$ cat src/rtl/psum_readout_if.sv
// Output stream of the psum drain engine: requantized elements with
// valid/ready flow control and an end-of-frame marker.
interface psum_readout_if #(
  parameter int OUT_WIDTH = 8
);
  logic [OUT_WIDTH-1:0] out_data;
  logic                 out_valid;
  logic                 out_ready;
  logic                 out_last;

  modport master (
    output out_data,
    output out_valid,
    output out_last,
    input  out_ready
  );

  modport slave (
    input  out_data,
    input  out_valid,
    input  out_last,
    output out_ready
  );
endinterface

$ cat src/rtl/psum_readout.sv
// Drain engine for the partial-sum buffer: walks every address in raster
// order, requantizes each sum and streams it out, then clears the buffer.
//
// state   | meaning
// --------+-----------------------------------------------------------
// S_IDLE  | waiting for start, rd_addr parked at 0
// S_RUN   | loading one element per accepted slot, rd_addr advancing
// S_FLUSH | last element loaded, waiting for its handshake
// S_CLEAR | one-cycle psum_clear request, done follows next cycle
module psum_readout #(
  parameter int DATA_WIDTH = 24,
  parameter int H          = 12,
  parameter int W          = 11,
  parameter int ADDR_WIDTH = 8,
  parameter int OUT_WIDTH  = 8,
  parameter int SHIFT      = 8,
  parameter int RELU       = 1
) (
  input  logic                         clk,
  input  logic                         rst_n,
  input  logic                         ce,
  input  logic                         start,
  output logic [ADDR_WIDTH-1:0]        rd_addr,
  input  logic signed [DATA_WIDTH-1:0] rd_data,
  output logic                         psum_clear,
  output logic                         busy,
  output logic                         done,
  psum_readout_if.master               out_if
);

  typedef enum logic [1:0] {S_IDLE, S_RUN, S_FLUSH, S_CLEAR} state_t;

  localparam logic [ADDR_WIDTH-1:0] LAST_ADDR = ADDR_WIDTH'(H * W - 1);
  localparam int RSH = (SHIFT > 0) ? SHIFT - 1 : 0;
  localparam logic signed [DATA_WIDTH:0] RND =
    (SHIFT > 0) ? ((DATA_WIDTH + 1)'(1) << RSH) : '0;
  localparam logic signed [DATA_WIDTH:0] SAT_MAX =
    (DATA_WIDTH + 1)'((1 << (OUT_WIDTH - 1)) - 1);
  // ~x == -x-1, so this is the most negative representable output
  localparam logic signed [DATA_WIDTH:0] SAT_MIN = ~SAT_MAX;
  localparam logic [OUT_WIDTH-1:0] OUT_MAX = {1'b0, {(OUT_WIDTH-1){1'b1}}};
  localparam logic [OUT_WIDTH-1:0] OUT_MIN = {1'b1, {(OUT_WIDTH-1){1'b0}}};

  state_t                  state_q, state_d;
  logic [ADDR_WIDTH-1:0]   rd_addr_q, rd_addr_d;
  logic [OUT_WIDTH-1:0]    out_data_q, out_data_d;
  logic                    out_valid_q, out_valid_d;
  logic                    out_last_q, out_last_d;
  logic                    done_q, done_d;

  logic signed [DATA_WIDTH:0] t_sum, t_sh, t_rl;
  logic [OUT_WIDTH-1:0]       rq_data;
  logic                       load;

  // Requantize the element at rd_addr: round half up, shift, ReLU, saturate
  always_comb begin
    t_sum = $signed({rd_data[DATA_WIDTH-1], rd_data}) + RND;
    t_sh  = t_sum >>> SHIFT;
    t_rl  = ((RELU != 0) && t_sh[DATA_WIDTH]) ? '0 : t_sh;
    if (t_rl > SAT_MAX) begin
      rq_data = OUT_MAX;
    end else if (t_rl < SAT_MIN) begin
      rq_data = OUT_MIN;
    end else begin
      rq_data = t_rl[OUT_WIDTH-1:0];
    end
  end

  // Next-state and datapath updates; everything holds while ce is low
  always_comb begin
    state_d     = state_q;
    rd_addr_d   = rd_addr_q;
    out_data_d  = out_data_q;
    out_valid_d = out_valid_q;
    out_last_d  = out_last_q;
    done_d      = done_q;
    load        = !out_valid_q || out_if.out_ready;
    if (ce) begin
      done_d = (state_q == S_CLEAR);
      unique case (state_q)
        S_IDLE: begin
          if (start) begin
            state_d   = S_RUN;
            rd_addr_d = '0;
          end
        end
        S_RUN: begin
          if (load) begin
            out_data_d  = rq_data;
            out_valid_d = 1'b1;
            out_last_d  = (rd_addr_q == LAST_ADDR);
            if (rd_addr_q < LAST_ADDR) begin
              rd_addr_d = rd_addr_q + ADDR_WIDTH'(1);
            end else begin
              state_d = S_FLUSH;
            end
          end
        end
        S_FLUSH: begin
          if (out_valid_q && out_if.out_ready) begin
            out_valid_d = 1'b0;
            out_last_d  = 1'b0;
            state_d     = S_CLEAR;
          end
        end
        S_CLEAR: begin
          state_d   = S_IDLE;
          rd_addr_d = '0;
        end
        default: state_d = S_IDLE;
      endcase
    end
  end

  // State and output registers
  always_ff @(posedge clk or negedge rst_n) begin
    if (!rst_n) begin
      state_q     <= S_IDLE;
      rd_addr_q   <= '0;
      out_data_q  <= '0;
      out_valid_q <= 1'b0;
      out_last_q  <= 1'b0;
      done_q      <= 1'b0;
    end else begin
      state_q     <= state_d;
      rd_addr_q   <= rd_addr_d;
      out_data_q  <= out_data_d;
      out_valid_q <= out_valid_d;
      out_last_q  <= out_last_d;
      done_q      <= done_d;
    end
  end

  assign rd_addr          = rd_addr_q;
  assign psum_clear       = (state_q == S_CLEAR) && ce;
  assign busy             = (state_q != S_IDLE);
  assign done             = done_q;
  assign out_if.out_data  = out_data_q;
  assign out_if.out_valid = out_valid_q;
  assign out_if.out_last  = out_last_q;

endmodule

$ cat src/flat_wrapper.sv
// flat-port wrapper written by rule: the top's interface ports become plain ports
module psum_readout_flat 
#(
  parameter int DATA_WIDTH = 24,
  parameter int H          = 12,
  parameter int W          = 11,
  parameter int ADDR_WIDTH = 8,
  parameter int OUT_WIDTH  = 8,
  parameter int SHIFT      = 8,
  parameter int RELU       = 1
)
  (clk, rst_n, ce, start, rd_addr, rd_data, psum_clear, busy, done, out_if_out_data, out_if_out_valid, out_if_out_last, out_if_out_ready);
  psum_readout_if #(.OUT_WIDTH(OUT_WIDTH)) out_if_i ();
  input  logic clk;
  input  logic rst_n;
  input  logic ce;
  input  logic start;
  output logic [ADDR_WIDTH-1:0] rd_addr;
  input  logic signed [DATA_WIDTH-1:0] rd_data;
  output logic psum_clear;
  output logic busy;
  output logic done;
  output wire logic [$bits(out_if_i.out_data)-1:0] out_if_out_data;
  output wire logic [$bits(out_if_i.out_valid)-1:0] out_if_out_valid;
  output wire logic [$bits(out_if_i.out_last)-1:0] out_if_out_last;
  input wire logic [$bits(out_if_i.out_ready)-1:0] out_if_out_ready;
  assign out_if_out_data = out_if_i.out_data;
  assign out_if_out_valid = out_if_i.out_valid;
  assign out_if_out_last = out_if_i.out_last;
  assign out_if_i.out_ready = out_if_out_ready;
  psum_readout #(.DATA_WIDTH(DATA_WIDTH), .H(H), .W(W), .ADDR_WIDTH(ADDR_WIDTH), .OUT_WIDTH(OUT_WIDTH), .SHIFT(SHIFT), .RELU(RELU)) u_core (.clk(clk), .rst_n(rst_n), .ce(ce), .start(start), .rd_addr(rd_addr), .rd_data(rd_data), .psum_clear(psum_clear), .busy(busy), .done(done), .out_if(out_if_i));
endmodule
$ cat config.mk
export PLATFORM = sky130hd
export DESIGN_NAME = psum_readout_flat
export DESIGN_NICKNAME = d
export VERILOG_FILES = /design/src/rtl/psum_readout_if.sv /design/src/rtl/psum_readout.sv /design/src/flat_wrapper.sv
export SDC_FILE = /design/constraint.sdc
export NUM_CORES = 1
export LEC_CHECK = 0
export BUFFER_PORTS_ARGS = -buffer_cell sky130_fd_sc_hd__buf_4
export CELL_PAD_IN_SITES_DETAIL_PLACEMENT = 1
export CELL_PAD_IN_SITES_GLOBAL_PLACEMENT = 2
export CORE_MARGIN = 8
export CORE_UTILIZATION = 25
export DETAILED_ROUTE_END_ITERATION = 16
export PLACE_DENSITY = 0.76
export SLEW_MARGIN = 30
export SYNTH_ARGS = -nofsm -noshare
export SYNTH_HDL_FRONTEND = slang
export SYNTH_SLANG_ARGS = --single-unit
$ cat constraint.sdc
create_clock -name clk -period 1.8 [get_ports clk]
set_clock_uncertainty 0.05 [all_clocks]
set_input_delay 0.27 -clock clk [delete_from_list [all_inputs] [get_ports clk]]
set_output_delay 0.27 -clock clk [all_outputs]
set_load 0.005 [all_outputs]
Word-level counts from Yosys, hierarchy flattened
Index checks and enable logic that the tools add are counted.
W data, S select, Z words.
{ "classes": {"n_addsub": 2, "magnitude_cmp": 3, "eq_ne": 9, "mux": 17, "n_reduce_logical": 12} }
{ "ops": {"columns": ["operator", "count"], "rows": [
  ["$mux W8", 5],
  ["$add A24 B9 Y25 const B", 1],
  ["$gt A25 B8 Y1 const B", 1],
  ["$lt A25 B8 Y1 const B", 1],
  ["$pmux W8 S3", 1],
  ["$mux W16", 1],
  ["$reduce_and A5 Y1", 2],
  ["$add A8 B1 Y8 const B", 1],
  ["$eq A8 B8 Y1 const B", 1],
  ["$lt A8 B8 Y1 const B", 1],
  ["$mux W2", 4],
  ["$pmux W2 S4", 1],
  ["$ne A2 B1 Y1 const B", 3],
  ["$eq A2 B2 Y1 const B", 2],
  ["$ne A2 B2 Y1 const B", 2],
  ["$pmux W1 S2", 2],
  ["$reduce_and A4 Y1", 1],
  ["$reduce_bool A2 Y1", 2],
  ["$mux W1", 3],
  ["$reduce_and A3 Y1", 1],
  ["$reduce_bool A3 Y1", 1],
  ["$eq A2 B1 Y1 const B", 1],
  ["$logic_and A1 B1 Y1", 2],
  ["$logic_not A2 Y1", 1],
  ["2 further kinds", 2]
]} }
{ "word_totals": {"ff_bits": 21, "inputBits": 29, "elab_cells": 49} }

Logic depth before layout (Yosys ltp)
Gate-level depths: netlist (run 1).
{ "depth": {"word_depth": 5, "depth_mapped": 9} }

Worst setup path after synthesis (run 1)
OpenSTA, ideal clock, no wires.
{ "synth_path": {"kind": "reg-to-reg", "from": "reg u_core.rd_addr_q[4], in the netlist u_core.rd_addr[4]", "to": "reg u_core.rd_addr_q[5], in the netlist u_core.rd_addr[5]", "setup_ns": 0.124, "t_arrival_ns": 1.783, "required_time_ns": 1.626, "path_slack_ns": -0.157, "path_stages_with_launch": 6, "n_path_buf": 0, "synth_period_minus_slack_ns": 1.957, "cell_sequence": "dfrtp_1 > or4_4 > o31ai_4 > nand4_2 > o211a_1 > a211o_1"} }
{ "synth_via": {"elab_chain_cells": 4} }
{ "synth_lines": {"columns": ["element", "line", "text"], "rows": [
  ["start, declared", "psum_readout.sv:45", "logic [ADDR_WIDTH-1:0] rd_addr_q, rd_addr_d;"],
  ["start signal, assigned", "psum_readout.sv:126", "rd_addr_q <= rd_addr_d;"],
  ["$add A8 B1 Y8", "psum_readout.sv:93", "rd_addr_d = rd_addr_q + ADDR_WIDTH'(1);"],
  ["$mux W8", "psum_readout.sv:92", "if (rd_addr_q < LAST_ADDR) begin"],
  ["$mux W8", "psum_readout.sv:88", "if (load) begin"],
  ["$pmux W8 S3", "psum_readout.sv:80", "unique case (state_q)"]
]} }
Several ways; a longest one is shown, not always the timed one. The select of a mux whose other input is x is not followed.
A chain may end at the register's enable or synchronous reset.

Worst setup path after layout (run 1)
{ "layout_path": {"from": "reg u_core.rd_addr_q[3], in the netlist u_core.rd_addr[3]", "to": "reg u_core.rd_addr_q[0], in the netlist u_core.rd_addr[0]"} }
{ "layout_via": {"elab_chain_cells": 3} }
{ "layout_lines": {"columns": ["element", "line"], "rows": [
  ["$lt A8 B8 Y1", "psum_readout.sv:92"],
  ["$ne A2 B1 Y1 (no source line)", null],
  ["$reduce_and A5 Y1 (no source line)", null]
]} }
Every way passes these cells.

==> flow_metrics.py, run 1 <==
metrics = {
    "run_status": {
        "status": "finished with violations",
        "failed_checks": "negative setup slack",
    },
    "floorplanning": {
        "design.die.area_um2": 8240,
        "dieWidth_um": 90.8,
        "core_area_um2": 5470,
        "die_y_um": 90.8,
        "initial_core_util_pct": 25.6,
        "ios": 50,
        "row_count": 27,
    },
    "drt": {
        "first_iter_violations": 39,
        "drtPass1Iterations": 4,
        "vias_per_cell": 4.80,
        "wl_um": 4500,
        "ant_nets": 0,
        "vias": 1508,
        "post-route-drc-count": 0,
        "drt-wirelength-per-cell_um": 14.3,
    },
    "yosys": {
        "yosysWarnings": 0,
        "async_flop_share_pct": 100,
        "synth_cell_type_count": 37,
        "synth_seq_cells": 21,
        "postSynthCellCount": 159,
        "syn_area_um2": 1400,
        "synth_edf_count": 0,
        "synth-main-ff-cell": "dfrtp_1",
        "syn_nets": 195,
        "yosysSeqAreaShare_pct": 37.6,
        "avgSynthCellArea_um2": 8.80,
    },
    "grt": {
        "grt_use_total_pct": 11.0,
        "grt_max_degree": 22,
        "grt_pass1_wl_um": 7690,
        "grt_pass1_vias": 1608,
        "antenna_found_initial": 0,
        "grt_overflow": 0,
    },
    "clock_tree": {
        "cts_buffers": 3,
        "clk_path_buf_depth": 2,
        "path_clk_slew_ns": 0.08,
        "cts_tree": "yes",
        "root_buffer": "clkbuf_8",
        "clock_latency_ns": 0.26,
        "cts_sinks": 21,
        "cts_htree_levels": 1,
    },
    "layout": {
        "area_delta_synth_final_pct": 58.3,
        "fin_util_pct": 40.5,
        "final_nets": 279,
        "drive_gt1_share_pct": 44.2,
        "diodes": 0,
        "design_area_um2": 2210,
    },
    "sta": {
        "min_period_over_period_pct": 108,
        "setup_viol": 5,
        "tns_ns": -0.436,
        "clock.fmax_mhz": 516,
        "fin_crit_ns": 1.94,
        "worstMarginPinSlew_ns": 0.421,
        "setup_ws_ns": -0.139,
        "finalMaxSlewViolations": 0,
        "hold_viol": 0,
        "rsz0062_at_grt": "true",
        "max_slew_margin_pct": 71.9,
    },
    "placed_design": {
        "dpl.hpwl_um": 3610,
        "placed_cell_area_um2": 2070,
        "port-buffer-count": 42,
        "routabilityCongestion": 0.824,
    },
    "setup_path": {
        "path_class": "register to register",
        "crit_arrival_ns": 2.05,
        "cp.required_ns": 1.91,
        "worstPathMaxFanout": 4,
        "startpoint_type": "register",
        "worst_setup_path_end_kind": "register",
    },
    "hold_path": {
        "hp-class": "input pin to register",
    },
    "power": {
        "vdd_drop_max_v": 0.000438,
        "leakagePower_nw": 1.02,
        "power.total_w": 0.00230,
        "powerDensity_nw_per_um2": 1040,
    },
    "job": {
        "maxCapViolations": 0,
    },
}
==> worst max-delay path, cell delays in order (launching register included) <==
cell,delay [ns]
dfrtp_1,0.40
or4_4,0.55
o31ai_4,0.24
nand2_2,0.15
mux2_4,0.27
a22o_1,0.17
==> through the flow <==
step                hold slack, ns  setup WS [ns]  std cells
finish                       0.245         -0.139        314
global route                 0.250         -0.245        314
CTS                          0.241         -0.153        312
detailed placement           0.133         -0.176        307
global placement             0.129         -0.167        307
floorplan                  -0.0756         -0.149        159
==> final cells by class <==
class | count | area, µm²
Inverter | 8 | 30.0
Tap cell | 72 | 90.1
Sequential cell | 21 | 526
Fill cell | 657 | 3260
Clock buffer | 4 | 45.0
Multi-Input combinational cell | 127 | 898
Timing Repair Buffer | 82 | 626
==> per-layer routing <==
layer	GRT usage, %	up-vias	share of wire, %
li1	-	750	-
met2	19.0	29	48
met1	13.5	727	46
met5	0	-	0
met4	0.819	0	0.16
met3	3.24	2	5.2
==> synth_stat cells (2+ instances only) <==
master    number  area [µm²]
o41ai_1        2        17.5
nor3_1         4        20.0
dfrtp_1       21         526
xnor2_1        7        61.3
clkbuf_1       3        11.3
nor4_1         5        31.3
a21oi_1       11        55.1
ha_1           7        87.6
xor2_1         3        26.3
nand2b_1       2        12.5
nand2_1       19        71.3
a22o_1         3        26.3
inv_1          8        30.0
o21ai_0       15        75.1
nand4_1        4        25.0
nor2_1         8        30.0
nand3_1       13        65.1
and3_1         2        12.5
mux2_2         3        33.8
o31ai_1        2        15.0
==> logic make-up after synthesis <==
family                     after synthesis  share of synthesized area, %
AOI/OAI and AO/OA                       41                          19.1
xor gates and xnor gates                10                          6.26
adders and majority gates                7                          6.26
buffers and inverters                   11                          2.95
DFF                                     21                          37.6
muxes                                    4                          3.13
and+or+nand+nor                         65                          24.8
==> power by group <==
part           internal (W)  switching [W]
logic              0.000674       0.000615
registers          0.000612      0.0000792
clock network      0.000158       0.000165
total               0.00144       0.000859
==> placed cells by master (no fill, tap or decap), types with 2 or more instances in the layout <==
cell type   n
buf_4      79
dfrtp_1    21
nand2_1    16
o21ai_0    14
nand3_1    13
a21oi_1     8
inv_1       7
xnor2_1     7
nor2_1      6
ha_1        6
nand4_1     4
nor3_1      4
nand2_2     3
a22o_1      3
xor2_1      3
nor4_1      3
clkbuf_8    3
a21oi_2     2
o31ai_1     2
nand2b_1    2
o41ai_1     2
nor4_2      2
mux2_2      2
buf_6       2
==> state kept, by name (all words and copies together) (netlist names) <==
name,flops
u_core.done,1
u_core.out_if.out_data,8
u_core.out_if.out_last,1
u_core.out_if.out_valid,1
u_core.rd_addr,8
u_core.state_q,2
==> worst paths after layout <==
check | start | endpoint | slack (ns) | cells past startpoint
worst max-delay path | u_core.rd_addr[3] | u_core.rd_addr[0] | -0.14 | 5
worst min-delay path | ce | u_core.done | 0.25 | 2
worst max register to register | u_core.rd_addr[3] | u_core.rd_addr[0] | -0.14 | 5
worst min register to register | u_core.out_if.out_data[7] | u_core.out_if.out_data[7] | 0.47 | 1
max in group asynchronous | rst_n | u_core.out_if.out_data[1] | 1.09 | 2
min in group asynchronous | rst_n | u_core.rd_addr[0] | 0.38 | 2
==> timing repair <==
action                     in CTS  in global routing
setup buffers                   0                  2
hold buffers                    1                  0
gates resized for setup         5                 15
setup endpoints to repair       7                 17
hold endpoints to repair       21                  0
pin swaps                       4                  5
(Power assumes the default switching activity.)
==> run 2: changes to the inputs <==
--- a/config.mk
+++ b/config.mk
@@ -6,11 +6,13 @@
 export NUM_CORES = 1
 export LEC_CHECK = 0
 export BUFFER_PORTS_ARGS = -buffer_cell sky130_fd_sc_hd__buf_4
+export CAP_MARGIN = 40
 export CELL_PAD_IN_SITES_DETAIL_PLACEMENT = 1
 export CELL_PAD_IN_SITES_GLOBAL_PLACEMENT = 2
 export CORE_MARGIN = 8
 export CORE_UTILIZATION = 25
 export DETAILED_ROUTE_END_ITERATION = 16
+export MAX_ROUTING_LAYER = met4
 export PLACE_DENSITY = 0.76
 export SLEW_MARGIN = 30
 export SYNTH_ARGS = -nofsm -noshare
==> run 2 against run 1 <==
The run still ends with negative setup slack left. Largest power group unchanged. Global-route usage grew 0.30 points. Critical endpoint unchanged. Cell count is the same. Fmax is the same. Cell area is the same. Register-to-register slack is essentially flat.
==> flow_metrics.py, run 2 (synthesis gave the netlist of run 1 again) <==
metrics = {
    "setup_path": {
        "cp.required_ns": 1.91,
        "path_class": "register to register",
        "worst_setup_path_end_kind": "register",
        "worstPathMaxFanout": 4,
        "startpoint_type": "register",
        "worstRegToRegCells": 5,
        "crit_arrival_ns": 2.05,
    },
    "sta": {
        "setup_ws_ns": -0.139,
        "max_slew_margin_pct": 71.9,
        "setup_viol": 5,
        "fin_crit_ns": 1.94,
        "hold_viol": 0,
        "tns_ns": -0.437,
        "min_period_over_period_pct": 108,
        "clock.fmax_mhz": 516,
        "worstMarginPinSlew_ns": 0.421,
        "finalMaxSlewViolations": 0,
        "rsz0062_at_grt": "true",
    },
    "clock_tree": {
        "cts_htree_levels": 1,
        "path_clk_slew_ns": 0.08,
        "root_buffer": "clkbuf_8",
        "clock_latency_ns": 0.26,
        "clk_path_buf_depth": 2,
        "cts_tree": "yes",
        "cts_sinks": 21,
        "cts_buffers": 3,
    },
    "drt": {
        "drtPass1Iterations": 4,
        "first_iter_violations": 39,
        "vias_per_cell": 4.80,
        "vias": 1508,
        "ant_nets": 0,
        "post-route-drc-count": 0,
        "drt-wirelength-per-cell_um": 14.3,
        "wl_um": 4500,
    },
    "floorplanning": {
        "core_area_um2": 5470,
        "dieWidth_um": 90.8,
        "die_y_um": 90.8,
        "design.die.area_um2": 8240,
        "row_count": 27,
        "ios": 50,
        "initial_core_util_pct": 25.6,
    },
    "hold_path": {
        "holdPathStages": 2,
        "hp-class": "input pin to register",
    },
    "power": {
        "powerDensity_nw_per_um2": 1040,
        "leakagePower_nw": 1.02,
        "vdd_drop_max_v": 0.000438,
    },
    "layout": {
        "drive_gt1_share_pct": 44.2,
        "design_area_um2": 2210,
        "final_common_cell": "buf_4",
        "area_delta_synth_final_pct": 58.3,
        "final_cell_mix": "79 x buf_4, 21 x dfrtp_1, 16 x nand2_1, 14 x o21ai_0, 13 x nand3_1",
        "diodes": 0,
        "final_nets": 279,
    },
    "placed_design": {
        "placed_cell_area_um2": 2070,
        "routabilityCongestion": 0.837,
        "place_ws_ns": -0.176,
        "dpl.hpwl_um": 3610,
        "port-buffer-count": 42,
    },
    "job": {
        "maxCapViolations": 0,
    },
    "grt": {
        "antenna_found_initial": 0,
        "grt_use_total_pct": 11.3,
        "grt_pass1_wl_um": 7690,
        "grt_overflow": 0,
        "grt_pass1_vias": 1608,
        "grt_max_degree": 22,
    },
    "run_status": {
        "failed_checks": "negative setup slack",
        "status": "finished with violations",
    },
}
## run 2: cell counts in the layout (fill, tap and decap cells not counted)
No cell type changed its count.
## run 2: report_power, final
part           total (W)  internal, W  switching (W)  leakage, nW
logic            0.00129     0.000674       0.000615        0.730
registers       0.000691     0.000612      0.0000792        0.266
clock network   0.000323     0.000158       0.000165       0.0228
total            0.00230      0.00144       0.000859         1.02
## run 2: cell type report
class                   instances  area (µm²)
well taps                      72        90.1
multi-input cells             127         898
inverters                       8        30.0
clock buffers                   4        45.0
repair buffers                 82         626
fillers                       657        3260
flip-flops and latches         21         526
## run 2: worst max-delay path, cell delays in order, from the launching register on
cell and delay [ns]:
dfrtp_1 0.40, or4_4 0.55, o31ai_4 0.24, nand2_2 0.15, mux2_4 0.27, a22o_1 0.17
## run 2: through the flow
step | cells | total power (W) | hold slack (ns) | util (%)
floorplan | 159 | 0.00121 | -0.0756 | -
global placement | 307 | 0.00184 | 0.129 | 37.9
detailed placement | 307 | 0.00187 | 0.133 | 37.9
CTS | 312 | 0.00223 | 0.241 | 39.3
global route | 314 | 0.00251 | 0.250 | 40.5
finish | 314 | 0.00230 | 0.245 | 40.5
## run 2: final timing paths
path                                           start                   endpoint  slack, ns
setup / recovery                   u_core.rd_addr[3]          u_core.rd_addr[0]      -0.14
hold / removal                                    ce                u_core.done       0.25
setup reg to reg                   u_core.rd_addr[3]          u_core.rd_addr[0]      -0.14
hold reg to reg            u_core.out_if.out_data[7]  u_core.out_if.out_data[7]       0.47
max in group asynchronous                      rst_n  u_core.out_if.out_data[1]       1.09
min in group asynchronous                      rst_n          u_core.rd_addr[0]       0.38
## run 2: what timing repair did
item                                    in CTS  in global routing
pin swaps                                    4                  5
hold buffers                                 1                  0
resized for setup                            5                 15
endpoints found under the hold margin       21                  0
endpoints found under the setup margin       7                 17
setup buffers                                0                  2
## run 2: per-layer routing
| layer | up-vias | GRT usage [%] | part of all wire, % |
|---|---|---|---|
| met1 | 727 | 13.6 | 47 |
| met4 | 0 | 0.819 | 0.16 |
| met5 | - | - | 0 |
| met2 | 29 | 19.0 | 48 |
| met3 | 2 | 3.08 | 4.8 |
| li1 | 750 | - | - |
